**src/rtl/seg7_scan_ctrl.sv**
```systemverilog
// Scans a packed hex value through one shared seg7 decoder, one digit per two cycles, MSB first.
// Optional leading-zero blanking is enabled by defining SEG7_LZB_EN.
`timescale 1ns/1ps
module seg7_scan_ctrl #(
  parameter int NDIG = 4
) (
  input  logic              clk,
  input  logic              rst,
  input  logic [4*NDIG-1:0] value,
  input  logic              load,
  output logic              ready,
  output logic              busy,
  output logic              done,
  input  logic              blank,
  output logic [3:0]        dec_bnum,
  input  logic [6:0]        dec_led,
  output logic [7*NDIG-1:0] hex
);

  localparam int IW = 3;

  typedef enum logic [1:0] {S_IDLE, S_SEL, S_CAPT, S_DONE} state_t;

  state_t            state_q, state_d;
  logic [4*NDIG-1:0] shadow_q, shadow_d;
  logic [IW-1:0]     idx_q, idx_d;
  logic [3:0]        bnum_q, bnum_d;
  logic [7*NDIG-1:0] hex_q, hex_d;
  logic [3:0]        nib_s;
  logic [6:0]        capt_s;
`ifdef SEG7_LZB_EN
  logic              zrun_q, zrun_d;
`endif

  assign nib_s = shadow_q[4*idx_q +: 4];

`ifdef SEG7_LZB_EN
  // Leading zeros above digit 0 are forced dark while the zero run lasts
  always_comb begin
    capt_s = dec_led;
    if (zrun_q && (nib_s == 4'd0) && (idx_q != {IW{1'b0}})) begin
      capt_s = 7'h7F;
    end else begin
      capt_s = dec_led;
    end
  end
`else
  assign capt_s = dec_led;
`endif

  always_comb begin
    state_d  = state_q;
    shadow_d = shadow_q;
    idx_d    = idx_q;
    bnum_d   = bnum_q;
    hex_d    = hex_q;
`ifdef SEG7_LZB_EN
    zrun_d   = zrun_q;
`endif
    ready    = 1'b0;
    busy     = 1'b0;
    done     = 1'b0;
    case (state_q)
      S_IDLE: begin
        ready = 1'b1;
        if (load) begin
          state_d  = S_SEL;
          shadow_d = value;
          idx_d    = IW'(NDIG - 1);
`ifdef SEG7_LZB_EN
          zrun_d   = 1'b1;
`endif
        end else begin
          state_d  = S_IDLE;
        end
      end
      S_SEL: begin
        busy    = 1'b1;
        bnum_d  = nib_s;
        state_d = S_CAPT;
      end
      S_CAPT: begin
        busy                = 1'b1;
        hex_d[7*idx_q +: 7] = capt_s;
`ifdef SEG7_LZB_EN
        zrun_d              = zrun_q && (nib_s == 4'd0);
`endif
        if (idx_q == {IW{1'b0}}) begin
          state_d = S_DONE;
        end else begin
          idx_d   = idx_q - {{(IW-1){1'b0}}, 1'b1};
          state_d = S_SEL;
        end
      end
      S_DONE: begin
        busy    = 1'b1;
        done    = 1'b1;
        state_d = S_IDLE;
      end
      default: begin
        state_d = S_IDLE;
      end
    endcase
  end

  // Reset aborts any scan and re-blanks every digit register
  always_ff @(posedge clk or posedge rst) begin
    if (rst) begin
      state_q  <= S_IDLE;
      shadow_q <= {(4*NDIG){1'b0}};
      idx_q    <= {IW{1'b0}};
      bnum_q   <= 4'd0;
      hex_q    <= {(7*NDIG){1'b1}};
`ifdef SEG7_LZB_EN
      zrun_q   <= 1'b0;
`endif
    end else begin
      state_q  <= state_d;
      shadow_q <= shadow_d;
      idx_q    <= idx_d;
      bnum_q   <= bnum_d;
      hex_q    <= hex_d;
`ifdef SEG7_LZB_EN
      zrun_q   <= zrun_d;
`endif
    end
  end

  assign dec_bnum = bnum_q;
  assign hex      = blank ? {(7*NDIG){1'b1}} : hex_q;

endmodule

```
**config.mk**
```make
export PLATFORM = sky130hd
export DESIGN_NAME = seg7_scan_ctrl
export DESIGN_NICKNAME = d
export VERILOG_FILES = /design/src/rtl/seg7_scan_ctrl.sv
export SDC_FILE = /design/constraint.sdc
export NUM_CORES = 1
export LEC_CHECK = 0
export ABC_AREA = 1
export BUFFER_PORTS_ARGS = -buffer_cell sky130_fd_sc_hd__buf_2
export CORE_MARGIN = 2
export CORE_UTILIZATION = 45
export DETAILED_ROUTE_END_ITERATION = 8
export PLACE_DENSITY = 0.69
export SYNTH_ARGS = -nofsm -noshare
export SYNTH_HDL_FRONTEND = slang
export SYNTH_SLANG_ARGS = --single-unit
```
**constraint.sdc**
```tcl
create_clock -name clk -period 4.8 [get_ports clk]
set_input_delay 0.48 -clock clk [delete_from_list [all_inputs] [get_ports clk]]
set_output_delay 0.48 -clock clk [all_outputs]
set_load 0.02 [all_outputs]
```
==> results of run 1 <==
==> critical path, stage by stage, from the launching register on <==
cell and delay [ns]:
dfrtp_1 0.82, inv_2 0.26, ha_1 0.54, nand2_1 0.11, nor2_2 0.30, nand2_4 0.12, nand2_1 0.08, nand2_1 0.04
==> power breakdown <==
| part | switching (µW) | internal (µW) |
|---|---|---|
| logic | 537 | 290 |
| clock network | 139 | 130 |
| registers | 131 | 693 |
==> registers in the layout, summed over array words and instances (netlist names) <==
register / flops
hex_q: 28
shadow_q: 16
dec_bnum: 4
idx_q: 3
state_q: 2
==> layout by cell type, fill, tap and decap left out, types with 2 or more instances in the layout <==
cell type / Yosys / routed
clkbuf_8: 0 / 7
nor2_4: 3 / 3
nor2_2: 3 / 3
nand2_4: 3 / 3
or2_2: 28 / 28
dfrtp_1: 25 / 25
nand2_1: 115 / 115
ha_1: 4 / 4
nor2_1: 3 / 3
dfstp_2: 28 / 28
a21oi_1: 2 / 2
buf_2: 3 / 61
o21ai_2: 14 / 14
nand3_1: 58 / 58
inv_2: 4 / 5
inv_1: 9 / 8
==> final timing paths <==
path | startpoint | to | slack, ns
max reg2reg | idx_q[0] | hex_q[15] | 2.46
min reg2reg | hex_q[17] | hex_q[17] | 0.46
min in group asynchronous | rst | dec_bnum[3] | 0.43
min | value[9] | shadow_q[9] | 0.40
max in group asynchronous | rst | shadow_q[6] | 3.73
max | idx_q[0] | hex_q[15] | 2.46
==> cell type report <==
type,count,area [µm²],share of cell area
inverter,13,48.80,0.01568
sequential,53,1361,0.4375
clock inverter,1,5.005,0.001608
clock buffer,7,96.34,0.03096
multi-input combinational,236,1194,0.3836
tap,75,93.84,0.03016
timing repair buffer,62,312.8,0.1005
==> cells by family after synthesis <==
group,count (synthesis),synth area share
compound gates,17,0.05116
buf+inv,26,0.05023
simple gates,215,0.3740
fa+ha+maj,4,0.01861
flops,53,0.5060
==> routing by layer <==
metal / track usage / vias to the layer above / wire length (µm)
li1: - / 1121 / -
met1: 0.2468 / 982 / 2532
met2: 0.2943 / 63 / 2514
met3: 0.03778 / 7 / 350
met4: 0.04576 / 0 / 53
met5: 0 / - / 0
==> metrics by stage <==
stage / hold WS, ns / instance area (µm²) / utilization / setup WS [ns]
after floorplan: 0.4390 / 2690 / - / 3.048
after global placement: 0.4470 / 3010 / 0.5145 / 2.590
after detailed placement: 0.4503 / 3010 / 0.5145 / 2.491
after CTS: 0.3923 / 3112 / 0.5319 / 2.479
after global routing: 0.4038 / 3112 / 0.5319 / 2.192
final: 0.3966 / 3112 / 0.5319 / 2.461
==> results_dict.tcl, run 1 <==
set metrics [dict create \
    cts_tree "done" \
    synth-edff-count 0 \
    dr.pass1.iters 4 \
    grt_setup_unrepaired "no" \
    synthCells 315 \
    cp_max_fo 25 \
    synth_most_common_cell "nand2_1" \
    grt_max_degree 54 \
    synth.net_count 346 \
    layout-drive-gt1-share 0.4167 \
    nFillCells 556 \
    hold_buffers 0 \
    grt_pass1_wl_um 9177 \
    hpwl_um 4045 \
    fmax_mhz 427.5 \
    detail-route-antenna-nets 0 \
    ctsResizeCount 0 \
    root_buffer "clkbuf_8" \
    critPathArrivalTime_ns 2.59 \
    synth.yosys.warnings 0 \
    drt-initial-drc-count 86 \
    maxCapViolCount 0 \
    cts.sinks 53 \
    grt_pass1_vias 1917 \
    final_hold_viol_count 0 \
    synth_seq_cells 53 \
    status "finished clean" \
    ys_top_cells_by_count "nand2_1 (115), nand3_1 (58), dfstp_2 (28), or2_2 (28), dfrtp_1 (25)" \
    ys.flop_type "dfstp_2" \
    reg2regPathDepth 7 \
    htree_levels 2 \
    routed_wl_um 5452 \
    nNetsFinal 402 \
    ys_async_sr_fraction 1.000 \
    critPathKind "reg2reg" \
    synth_area_per_cell_um2 8.540 \
    layout.cells.non_filler 447 \
    seq_area_frac_synth 0.5060 \
    total_power_uw 1920 \
    power_leakage_uw 0.001580 \
    synth_cell_type_count 22 \
    gp_congestion 0.8103 \
    syn_to_final_growth_pct 15.67 \
    end_kind "flop" \
    ir_worst_vdd_mv 0.2655 \
    required_ns 5.05 \
    die_w_um 81.32 \
    track_usage 0.1809 \
    avgViaCountPerCell 4.861 \
    setup_tns_ns 0 \
    drc 0 \
    cts.path.max_buffers 2 \
    clk_pin_slew_worst_paths_ns 0.09 \
    period_needed_ns 2.339 \
    synth.area.top_cells "dfstp_2 (27%), dfrtp_1 (23%), nand2_1 (16%), nand3_1 (11%), or2_2 (6.5%)" \
    synth_area_um2 2690 \
    critPathLaunchType "flop" \
    synth_top_area_cell "dfstp_2" \
    skew_ns 0.005497 \
    numPortBuffers 61 \
    cts_buffers 5 \
    initial_utilization 0.4598 \
    clk_latency_ns 0.30 \
    holdPathStages 3 \
    synth_top_area_frac 0.2735 \
    pin_count 62 \
    power_density_nw_per_um2 617.1 \
    wl_per_cell_um 12.20 \
    final-setup-viol-count 0 \
    antenna_found_initial 0 \
    die_area_um2 6612 \
    vias 2173 \
    rows 28 \
    fp.coreArea_um2 5851 \
    die_y_um 81.32 \
    finalMaxSlewViolations 0 \
    num_antenna_cells 0 \
    timing.final.crit_share 0.4873 \
    gr-total-overflow 0 \
    placed_cells 439 \
    worstMarginPinSlew_ns 1.046 \
    holdCritPathClass "in2reg" \
    cts_setup_buffers 0 \
    relSlewSlack 0.3019 \
]
No activity file was read; power rests on OpenSTA's default activity.
==> run 2: changes to the inputs <==
--- a/config.mk
+++ b/config.mk
@@ -10,7 +10,7 @@
 export CORE_MARGIN = 2
 export CORE_UTILIZATION = 45
 export DETAILED_ROUTE_END_ITERATION = 8
-export PLACE_DENSITY = 0.69
+export PLACE_DENSITY = 0.71
 export SYNTH_ARGS = -nofsm -noshare
 export SYNTH_HDL_FRONTEND = slang
 export SYNTH_SLANG_ARGS = --single-unit
==> constraint.sdc (replaced) <==
create_clock -name clk -period 2.1 [get_ports clk]
set_input_delay 0.21 -clock clk [delete_from_list [all_inputs] [get_ports clk]]
set_output_delay 0.21 -clock clk [all_outputs]
set_load 0.02 [all_outputs]
==> results_dict.tcl, run 2 (synthesis gave the netlist of run 1 again) <==
set metrics [dict create \
    status "finished clean" \
    cts_buffers 5 \
    detail-route-antenna-nets 0 \
    routed_wl_um 5465 \
    critPathLaunchType "flop" \
    skew_ns 0.006252 \
    grt_setup_unrepaired "no" \
    ir_worst_vdd_mv 0.5292 \
    vias 2211 \
    critPathArrivalTime_ns 2.13 \
    power_leakage_uw 0.001593 \
    final-setup-viol-count 0 \
    die_w_um 81.32 \
    clk_pin_slew_worst_paths_ns 0.09 \
    nNetsFinal 406 \
    grt_pass1_vias 1934 \
    drc 0 \
    die_area_um2 6612 \
    reg2regPathDepth 8 \
    cts_tree "done" \
    required_ns 2.35 \
    timing.final.crit_share 0.8957 \
    initial_utilization 0.4598 \
    htree_levels 2 \
    die_y_um 81.32 \
    nFillCells 600 \
    final_common_cell "nand2_1" \
    wl_per_cell_um 12.12 \
    placed_area_um2 3045 \
    hpwl_um 4061 \
    period_needed_ns 1.881 \
    largest_register_ffs 28 \
    layout-drive-gt1-share 0.4176 \
    final_hold_viol_count 0 \
    worstMarginPinSlew_ns 0.5628 \
    track_usage 0.1796 \
    rows 28 \
    finalMaxSlewViolations 0 \
    cts.path.max_buffers 2 \
    pin_count 62 \
    fin_area_um2 3138 \
    clk_latency_ns 0.31 \
    power_density_nw_per_um2 1393 \
    drt-initial-drc-count 109 \
    r2r_end "hex_q[19]" \
    crit_start "idx_q[1]" \
    cts_setup_buffers 0 \
    grt_pass1_wl_um 9128 \
    antenna_found_initial 0 \
    fin_util 0.5364 \
    regMostFlops "hex_q" \
    cp_max_fo 8 \
    grt_max_degree 29 \
    holdCritPathClass "in2reg" \
    root_buffer "clkbuf_8" \
    preCtsSetupSlack_ns 0.2130 \
    numPortBuffers 61 \
    layout_common_cells "nand2_1 (115), buf_2 (61), nand3_1 (58)" \
    gr-total-overflow 0 \
    relSlewSlack 0.6243 \
    fp.coreArea_um2 5851 \
    syn_to_final_growth_pct 16.65 \
    rr_startpoint "idx_q[1]" \
    num_antenna_cells 0 \
    setup_tns_ns 0 \
    end_kind "flop" \
    critPathKind "reg2reg" \
    critPathCapture "hex_q[19]" \
    cts.sinks 53 \
    gp_congestion 0.8124 \
    maxCapViolCount 0 \
    fin_ws_ns 0.2190 \
    avgViaCountPerCell 4.902 \
    r2r_slack_ns 0.22 \
    fmax_mhz 531.6 \
    dr.pass1.iters 6 \
]
-- run 2: metrics by stage --
step | instances | power (µW) | hold slack, ns
after CTS | 451 | 4423 | 0.1175
after detailed placement | 442 | 3861 | 0.2941
after global placement | 442 | 3807 | 0.2862
final | 451 | 4370 | 0.1237
after floorplan | 315 | 3381 | 0.3215
after global routing | 451 | 4751 | 0.1159
-- run 2: worst max-delay path: stages (launching register included) --
cell and delay [ns]:
dfrtp_1 0.48, inv_1 0.18, ha_1 0.38, buf_4 0.17, nand2_1 0.07, nor2_2 0.30
nand2_4 0.12, nand2_1 0.08, nand2_1 0.05
-- run 2: how the worst min path moves through the flow --
stage / startpoint / to / cells past startpoint
after floorplan: dec_led[0] / hex_q[0] / 2
after global placement: rst / state_q[1] / 2
after detailed placement: rst / state_q[0] / 2
after CTS: value[9] / shadow_q[9] / 3
after global routing: value[9] / shadow_q[9] / 3
final: value[4] / shadow_q[4] / 3
-- run 2: timing repair --
| item | 4_1_cts | 5_1_grt |
|---|---|---|
| hold buffers | 1 | 0 |
| gates resized for setup | 0 | 0 |
| endpoints found under the hold margin | 4 | 0 |
-- run 2: area by class of cell --
cell class | count | area [µm²] | share of cell area
clock buffers | 6 | 72.57 | 0.02313
multi-input cells | 236 | 1194 | 0.3804
repair buffers | 66 | 357.8 | 0.1140
clock inverters | 2 | 10.01 | 0.003190
well taps | 75 | 93.84 | 0.02990
flip-flops and latches | 53 | 1361 | 0.4338
inverters | 13 | 48.80 | 0.01555
-- run 2: per-layer routing --
metal  global-route usage  vias up  wire [µm]
met5                    0        -          0
met4              0.04576        0         61
met3              0.04000        7        347
met2               0.2992       59       2542
met1               0.2371     1024       2514
li1                     -     1121          -
-- run 2: report_power, final --
| group | internal, µW | switching (µW) | total, µW |
|---|---|---|---|
| Clock | 232 | 324 | 556 |
| Sequential | 1590 | 261 | 1850 |
| Combinational | 694 | 1270 | 1970 |
| Total | 2510 | 1860 | 4370 |
